File: config.mk
export PLATFORM = sky130hd
export DESIGN_NAME = frame_writer
export DESIGN_NICKNAME = d
export VERILOG_FILES = /design/src/rtl/frame_writer.sv
export SDC_FILE = /design/constraint.sdc
export NUM_CORES = 1
export LEC_CHECK = 0
export CORE_MARGIN = 4
export CORE_UTILIZATION = 40
export DETAILED_ROUTE_END_ITERATION = 16
export HOLD_SLACK_MARGIN = 0.02
export PLACE_DENSITY = 0.66
export SYNTH_ARGS = -nofsm -noshare
export SYNTH_HDL_FRONTEND = slang
export SYNTH_SLANG_ARGS = --single-unit
File: constraint.sdc
create_clock -name clk -period 3.6 [get_ports clk]
set_input_delay 0.72 -clock clk [delete_from_list [all_inputs] [get_ports clk]]
set_output_delay 0.72 -clock clk [all_outputs]
set_load 0.03 [all_outputs]
File: src/rtl/frame_writer.sv
// frame_writer: turns the TIA pixel stream into framebuffer writes.
// A raw line/column tracker selects the visible window. Each accepted pixel
// is queued with its linear address y*160+x in a small show-ahead FIFO.
// That FIFO feeds the framebuffer write port whenever the memory is ready.
module frame_writer #(
  parameter int H_ACTIVE   = 160,
  parameter int V_ACTIVE   = 240,
  parameter int H_OFFSET   = 0,
  parameter int V_OFFSET   = 0,
  parameter int FIFO_DEPTH = 4
) (
  input  logic        clk,
  input  logic        reset,
  input  logic        pix_valid,
  input  logic [6:0]  pix_color,
  input  logic        pix_hsync,
  input  logic        pix_vsync,
  output logic [15:0] fb_addr,
  output logic [6:0]  fb_data,
  output logic        fb_we,
  input  logic        fb_ready,
  output logic        frame_done,
  output logic        overflow,
  output logic [7:0]  frame_count
);

  localparam int          PTR_W       = $clog2(FIFO_DEPTH);
  localparam logic [15:0] LINE_STRIDE = 16'd160;  // framebuffer row pitch

  typedef enum logic [1:0] {
    WAIT_VS,
    SKIP,
    ACTIVE,
    DONE
  } state_t;

  // Frames with no vertical offset start writing on the very first line.
  localparam state_t START_ST = (V_OFFSET == 0) ? ACTIVE : SKIP;

  // ---------------------------------------------------------------------------
  // Raster tracking
  // ---------------------------------------------------------------------------
  state_t      state_q;
  logic [9:0]  line_q;
  logic [7:0]  col_q;
  logic        frame_done_q;
  logic [7:0]  frame_count_q;

  logic [9:0]  line_inc_w;
  logic [9:0]  y_w;
  logic [9:0]  x_w;
  logic        in_window_w;
  logic        accept_w;
  logic [15:0] pix_addr_w;

  assign line_inc_w = line_q + 10'd1;
  // Offsets are subtracted in 10 bits, so a column left of the window wraps
  // to a large value and fails the single upper-bound compare below.
  assign y_w         = line_q - 10'(V_OFFSET);
  assign x_w         = {2'b00, col_q} - 10'(H_OFFSET);
  assign in_window_w = (x_w < 10'(H_ACTIVE)) && (y_w < 10'(V_ACTIVE));
  // Sync pulses take priority, so a pixel coinciding with either is dropped.
  assign accept_w    = (state_q == ACTIVE) && pix_valid && !pix_hsync &&
                       !pix_vsync && in_window_w;
  assign pix_addr_w  = 16'(y_w) * LINE_STRIDE + 16'(x_w);

  // Frame FSM with line/column counters and registered completion status.
  // NOTE: sequential state uses non-blocking (<=) so every flop samples pre-edge values.
  always_ff @(posedge clk) begin
    if (reset) begin
      state_q       <= WAIT_VS;
      line_q        <= '0;
      col_q         <= '0;
      frame_done_q  <= 1'b0;
      frame_count_q <= '0;
    end else begin
      frame_done_q <= 1'b0;
      if (pix_vsync) begin
        // A new frame always restarts, aborting any unfinished one uncounted.
        state_q <= START_ST;
        line_q  <= '0;
        col_q   <= '0;
      end else if (pix_hsync) begin
        col_q <= '0;
        unique case (state_q)
          SKIP: begin
            line_q <= line_inc_w;
            if (line_inc_w == 10'(V_OFFSET)) state_q <= ACTIVE;
          end
          ACTIVE: begin
            line_q <= line_inc_w;
            if (line_inc_w - 10'(V_OFFSET) == 10'(V_ACTIVE)) begin
              state_q       <= DONE;
              frame_done_q  <= 1'b1;
              frame_count_q <= frame_count_q + 8'd1;
            end
          end
          default: ;  // line count is irrelevant outside a frame
        endcase
      end else if (pix_valid && (col_q != 8'hFF)) begin
        col_q <= col_q + 8'd1;
      end
    end
  end

  // ---------------------------------------------------------------------------
  // Show-ahead write FIFO
  // ---------------------------------------------------------------------------
  logic [22:0]    mem_q [FIFO_DEPTH];
  logic [PTR_W:0] wr_ptr_q, wr_ptr_d;
  logic [PTR_W:0] rd_ptr_q, rd_ptr_d;
  logic           overflow_q;

  logic           empty_w;
  logic           full_w;
  logic           pop_w;
  logic           push_w;
  logic           drop_w;
  logic [22:0]    head_w;

  // Pointers carry one extra wrap bit to tell full from empty.
  assign empty_w = (wr_ptr_q == rd_ptr_q);
  assign full_w  = (wr_ptr_q[PTR_W] != rd_ptr_q[PTR_W]) &&
                   (wr_ptr_q[PTR_W-1:0] == rd_ptr_q[PTR_W-1:0]);
  assign pop_w   = !empty_w && fb_ready;
  // A pop in the same cycle frees the slot the incoming pixel needs.
  assign push_w  = accept_w && (!full_w || pop_w);
  assign drop_w  = accept_w && full_w && !pop_w;

  assign wr_ptr_d = push_w ? wr_ptr_q + (PTR_W + 1)'(1) : wr_ptr_q;
  assign rd_ptr_d = pop_w  ? rd_ptr_q + (PTR_W + 1)'(1) : rd_ptr_q;

  // FIFO pointers and sticky overflow flag; reset discards anything queued.
  always_ff @(posedge clk) begin
    if (reset) begin
      wr_ptr_q   <= '0;
      rd_ptr_q   <= '0;
      overflow_q <= 1'b0;
    end else begin
      wr_ptr_q <= wr_ptr_d;
      rd_ptr_q <= rd_ptr_d;
      if (drop_w) overflow_q <= 1'b1;
    end
  end

  // FIFO storage write: {address, colour} of each accepted pixel.
  // NOTE: storage is deliberately not reset; the pointers alone mark valid entries.
  always_ff @(posedge clk) begin
    if (push_w) mem_q[wr_ptr_q[PTR_W-1:0]] <= {pix_addr_w, pix_color};
  end

  assign head_w = mem_q[rd_ptr_q[PTR_W-1:0]];

  // ---------------------------------------------------------------------------
  // Outputs
  // ---------------------------------------------------------------------------
  assign fb_we       = !empty_w;
  assign fb_addr     = empty_w ? 16'd0 : head_w[22:7];
  assign fb_data     = empty_w ? 7'd0  : head_w[6:0];
  assign frame_done  = frame_done_q;
  assign overflow    = overflow_q;
  assign frame_count = frame_count_q;

endmodule

==> results of run 1 <==
-- registers in the layout, indices dropped and copies added, names as in the netlist, named ones only --
name	cells
wr_ptr_q	3
frame_count	8
overflow	1
rd_ptr_q	3
state_q	2
col_q	8
mem_q	92
line_q	10
frame_done	1
-- layer usage --
metal | vias up | track usage | share of wire
li1 | 1774 | - | -
met5 | - | 0 | 0
met1 | 1783 | 0.170 | 0.45
met3 | 21 | 0.0424 | 0.044
met4 | 0 | 0.0648 | 0.022
met2 | 81 | 0.225 | 0.48
-- critical path: stages (launching register included) --
cell             delay [ns]
dfxtp_1                0.30
buf_4                  0.40
mux4_2                 0.56
and2_1                 0.19
clkdlybuf4s50_1        0.61
-- cell type report --
class / instances / area, sq um / area share
multi-input combinational: 284 / 2390 / 0.327
sequential: 130 / 3520 / 0.481
timing repair buffer: 54 / 520 / 0.0711
inverter: 14 / 52.6 / 0.00718
clock buffer: 17 / 425 / 0.0581
clock inverter: 15 / 179 / 0.0244
tap: 184 / 230 / 0.0314
-- power groups by stage --
stage	sequential, mW	clock, mW	combinational [mW]
5_1_grt	1.60	1.86	0.113
4_1_cts	1.60	1.80	0.106
2_1_floorplan	1.63	0	0.0623
3_5_place_dp	1.63	0	0.106
3_3_place_gp	1.63	0	0.104
6_report	1.60	1.76	0.104
-- cell families after synthesis --
| logic type | synth area share |
|---|---|
| XOR/XNOR | 0.0555 |
| adder cells (fa/ha/maj) | 0.0662 |
| flip-flops | 0.579 |
| AO/OA/AOI/OAI | 0.0522 |
| multiplexers | 0.0901 |
| AND/OR/NAND/NOR | 0.129 |
| buffers and inverters | 0.0282 |
-- cells in the final DEF, fill, tap and decap left out, types with 2 or more instances in the layout --
master,n
nor3_1,6
and2_1,28
mux2i_1,3
ha_1,29
a211oi_1,2
buf_4,8
dfxtp_1,38
a31oi_1,2
xnor2_1,18
nand2_1,16
mux4_2,23
nand2b_1,2
clkinv_1,2
or3_1,4
nor2b_1,4
bufinv_16,3
and3_2,4
o21bai_1,3
nand3b_1,3
nand3_1,14
a21oi_1,17
and3b_1,2
edfxtp_1,92
clkdlybuf4s50_1,46
o21ai_0,11
nor2_1,34
or4_1,6
clkbuf_16,17
xor2_1,18
clkinv_2,2
inv_1,14
o31ai_1,8
clkinv_4,3
nand4_1,6
inv_6,3
fa_1,2
-- worst paths after layout --
kind	end	slack, ns	startpoint
setup reg to reg	mem_q[2][22]	0.42	line_q[3]
setup / recovery	fb_addr[15]	0.37	flip-flop
hold / removal	frame_count[7]	0.50	frame_count[7]
hold reg to reg	frame_count[7]	0.50	frame_count[7]
-- through the flow --
step / area, sq um / setup slack, ns / power (mW) / std cells / hold WS (ns)
finish: 7320 / 0.372 / 3.46 / 698 / 0.498
global route: 7320 / 0.215 / 3.57 / 698 / 0.526
CTS: 7320 / 0.303 / 3.50 / 698 / 0.503
detailed placement: 6720 / 0.437 / 1.73 / 666 / 0.487
global placement: 6720 / 0.510 / 1.73 / 666 / 0.467
floorplan: 6090 / 0.604 / 1.69 / 445 / 0.487
==> results.cfg, run 1 <==
[floorplan]
die_area_sq_um = 17300
coreArea_sq_um = 14700
ios = 47
die_w_um = 131
initial_core_util = 0.414
die_h_um = 131
rows = 44

[layout]
postLayoutCoreUtil = 0.498
nFillCells = 1248
final_nets = 545
drive_gt1_frac = 0.142
antennaDiodeCount = 0
areaGrowthSynthToFinish_pct = 20.3

[power_and_ir_drop]
seq_power_share = 0.462
leakagePower_nw = 2.59
power.internal_mw = 2.73
p_per_area_nw_per_um2 = 472
p_comb_frac = 0.030
power_frac_clock = 0.508
ir_worst_vdd_uv = 316
switching_share = 0.209
switchingPower_mw = 0.724

[sta]
slew_headroom = 0.494
fin_crit_ns = 3.23
period_share = 0.897
hold_violations = 0
timing.fmax_mhz = 310
skew_ns = 0.00708
setup_tns_ns = 0
setup_viol = 0
worst_pin_slew_ns = 0.757
slew_viol_final = 0
rsz0062_at_grt = no

[logic_synthesis]
synth_area_sq_um = 6090
yosysUniqueCellTypes = 52
synth_common_cells = edfxtp_1, dfxtp_1, nor2_1
ys_warn_count = 0
syn_avg_cell_area_sq_um = 13.7
synth_top_cell_area_share = 0.454
yosys.area.top_type = edfxtp_1
synthTopCellsByArea = edfxtp_1, dfxtp_1, mux4_2
ys_async_sr_fraction = 0
ys.flop_type = edfxtp_1
synth-seq-area-share = 0.579
ys_seq_elements = 130
syn_nets = 489
yosysMostFrequentCell = edfxtp_1
syn_inst = 445
synth-edff-count = 92

[job]
cap_violations = 0

[detailed_routing]
wl_mm = 11.3
antenna_left = 0
drtPass1Iterations = 6
route.detailed.drc = 0
vias = 3659
drt_iter0_drc = 187
via_per_inst = 5.24
wl_per_cell_um = 16.2

[place]
io_buffers = 46
dp_hpwl_mm = 7.15
place.gp.congestion = 0.806

[cts]
clock-sinks = 130
htreeDepth = 4
insertion_delay_ns = 0.42
cts_tree = yes
post_cts_buffers = 0
clk_pin_slew_ns = 0.06
cts_made_buffers = 17
root_buffer = clkbuf_16
cts_resized = 0
hold_buffers = 0
cts_buffer_depth = 2

[global_route]
antenna_found_initial = 0
grt_overflow = 0
grt_max_degree = 27
grt_pass1_wl_mm = 18.8
grt_usage = 0.138
grt_pass1_vias = 3746

[worst_setup_path]
startpoint_type = flip-flop
endpoint_kind = output port
path_class = flip-flop to output port
cp_max_fo = 23
reg2reg_depth = 8
worst_ep_required_time_ns = 2.88
arrival_ns = 2.51

[worst_hold_path]
min_path_cells = 2
holdCritPathClass = flip-flop to flip-flop

[status]
run_status = finished clean
No activity file was read; power rests on OpenSTA's default activity.
==> run 2: changes to the inputs <==
--- a/config.mk
+++ b/config.mk
@@ -5,11 +5,13 @@
 export SDC_FILE = /design/constraint.sdc
 export NUM_CORES = 1
 export LEC_CHECK = 0
+export CELL_PAD_IN_SITES_DETAIL_PLACEMENT = 1
+export CELL_PAD_IN_SITES_GLOBAL_PLACEMENT = 2
 export CORE_MARGIN = 4
 export CORE_UTILIZATION = 40
 export DETAILED_ROUTE_END_ITERATION = 16
 export HOLD_SLACK_MARGIN = 0.02
-export PLACE_DENSITY = 0.66
+export PLACE_DENSITY = 0.85
 export SYNTH_ARGS = -nofsm -noshare
 export SYNTH_HDL_FRONTEND = slang
 export SYNTH_SLANG_ARGS = --single-unit
==> results.cfg, run 2 (synthesis gave the netlist of run 1 again) <==
[worst_hold_path]
holdCritPathClass = flip-flop to flip-flop

[floorplan]
die_w_um = 131
die_area_sq_um = 17300
die_h_um = 131
coreArea_sq_um = 14700
initial_core_util = 0.414
rows = 44
ios = 47

[sta]
timing.final.ws_setup_ns = 0.358
whs_ns = 0.503
fin_crit_ns = 3.24
setup_viol = 0
setup_tns_ns = 0
slew_viol_final = 0
hold_violations = 0
slew_headroom = 0.505
period_share = 0.901
timing.fmax_mhz = 308
worst_pin_slew_ns = 0.740
skew_ns = 0.0105
rsz0062_at_grt = no

[place]
postPlaceCellArea_sq_um = 6720
dp_hpwl_mm = 8.38
place.gp.congestion = 0.769
io_buffers = 46
dp_slack_ns = 0.388
dp.cells = 666

[power_and_ir_drop]
p_total_mw = 3.42
switchingPower_mw = 0.691
p_per_area_nw_per_um2 = 468
power.internal_mw = 2.73
p_comb_frac = 0.031
switching_share = 0.202
leakagePower_nw = 2.58
power_frac_clock = 0.502
seq_power_share = 0.467
ir_worst_vdd_uv = 287

[cts]
cts_made_buffers = 17
post_cts_buffers = 0
cts_resized = 0
htreeDepth = 4
hold_buffers = 0
cts_buffer_depth = 2
insertion_delay_ns = 0.41
clk_pin_slew_ns = 0.06
cts_tree = yes
root_buffer = clkbuf_16
clock-sinks = 130

[detailed_routing]
drtPass1Iterations = 4
route.detailed.drc = 0
wl_mm = 12.6
vias = 3750
drt_iter0_drc = 231
wl_per_cell_um = 18.1
via_per_inst = 5.37
antenna_left = 0

[status]
run_status = finished clean

[worst_setup_path]
startpoint_type = flip-flop
cp_max_fo = 9
arrival_ns = 3.37
endpoint_kind = flip-flop
path_class = flip-flop to flip-flop
worst_ep_required_time_ns = 3.73

[layout]
final_nets = 545
areaGrowthSynthToFinish_pct = 20.1
stdcell_area_sq_um = 7310
layout.cells.non_filler = 698
postLayoutCoreUtil = 0.497
antennaDiodeCount = 0
most-common-layout-cells = edfxtp_1, clkdlybuf4s50_1, dfxtp_1, nor2_1, ha_1
final_common_cell = edfxtp_1
largest_reg_flops = 92
drive_gt1_frac = 0.140

[global_route]
antenna_found_initial = 0
grt_pass1_vias = 4167
grt_pass1_wl_mm = 21.2
grt_overflow = 0
grt_max_degree = 27
grt_usage = 0.153

[job]
cap_violations = 0
-- run 2: cell count changes in the layout (fill, tap and decap cells not counted), sizes merged --
cell      previous run  this run
clkinv               7         6
clkbuf              17        19
clkinvlp             1         3
inv                 18        15
-- run 2: area by class of cell --
cell class / count / area, sq um
tap: 184 / 230
multi-input combinational: 284 / 2390
clock inverter: 13 / 161
clock buffer: 19 / 433
timing repair buffer: 54 / 520
sequential: 130 / 3520
fill: 1471 / 7390
inverter: 14 / 52.6
-- run 2: path summary, 6_finish.rpt --
check,from,endpoint,slack (ns),cells past startpoint
max reg2reg,line_q[3],mem_q[1][22],0.36,8
min,overflow,overflow,0.50,2
min reg2reg,overflow,overflow,0.50,2
max,line_q[3],mem_q[1][22],0.36,8
-- run 2: worst max-delay path: stages, from the launching register on --
cell and delay (ns):
dfxtp_1 0.51, ha_1 0.30, ha_1 0.23, fa_1 0.41, xnor2_1 0.17, or3b_2 0.50
nand3b_1 0.22, and3b_1 0.27, xnor3_1 0.36
-- run 2: layer usage --
layer  routed length (um)  global-route usage  vias to the layer above
met3                  368              0.0375                       14
li1                     -                   -                     1774
met1                 5860               0.192                     1906
met2                 6260               0.266                       56
met4                  136              0.0438                        0
met5                    0                   0                        -
-- run 2: power by group through the flow --
stage	logic (mW)	clock network (mW)	registers, mW
2_1_floorplan	0.0623	0	1.63
3_3_place_gp	0.104	0	1.63
3_5_place_dp	0.107	0	1.63
4_1_cts	0.108	1.76	1.60
5_1_grt	0.115	1.82	1.60
6_report	0.105	1.72	1.60
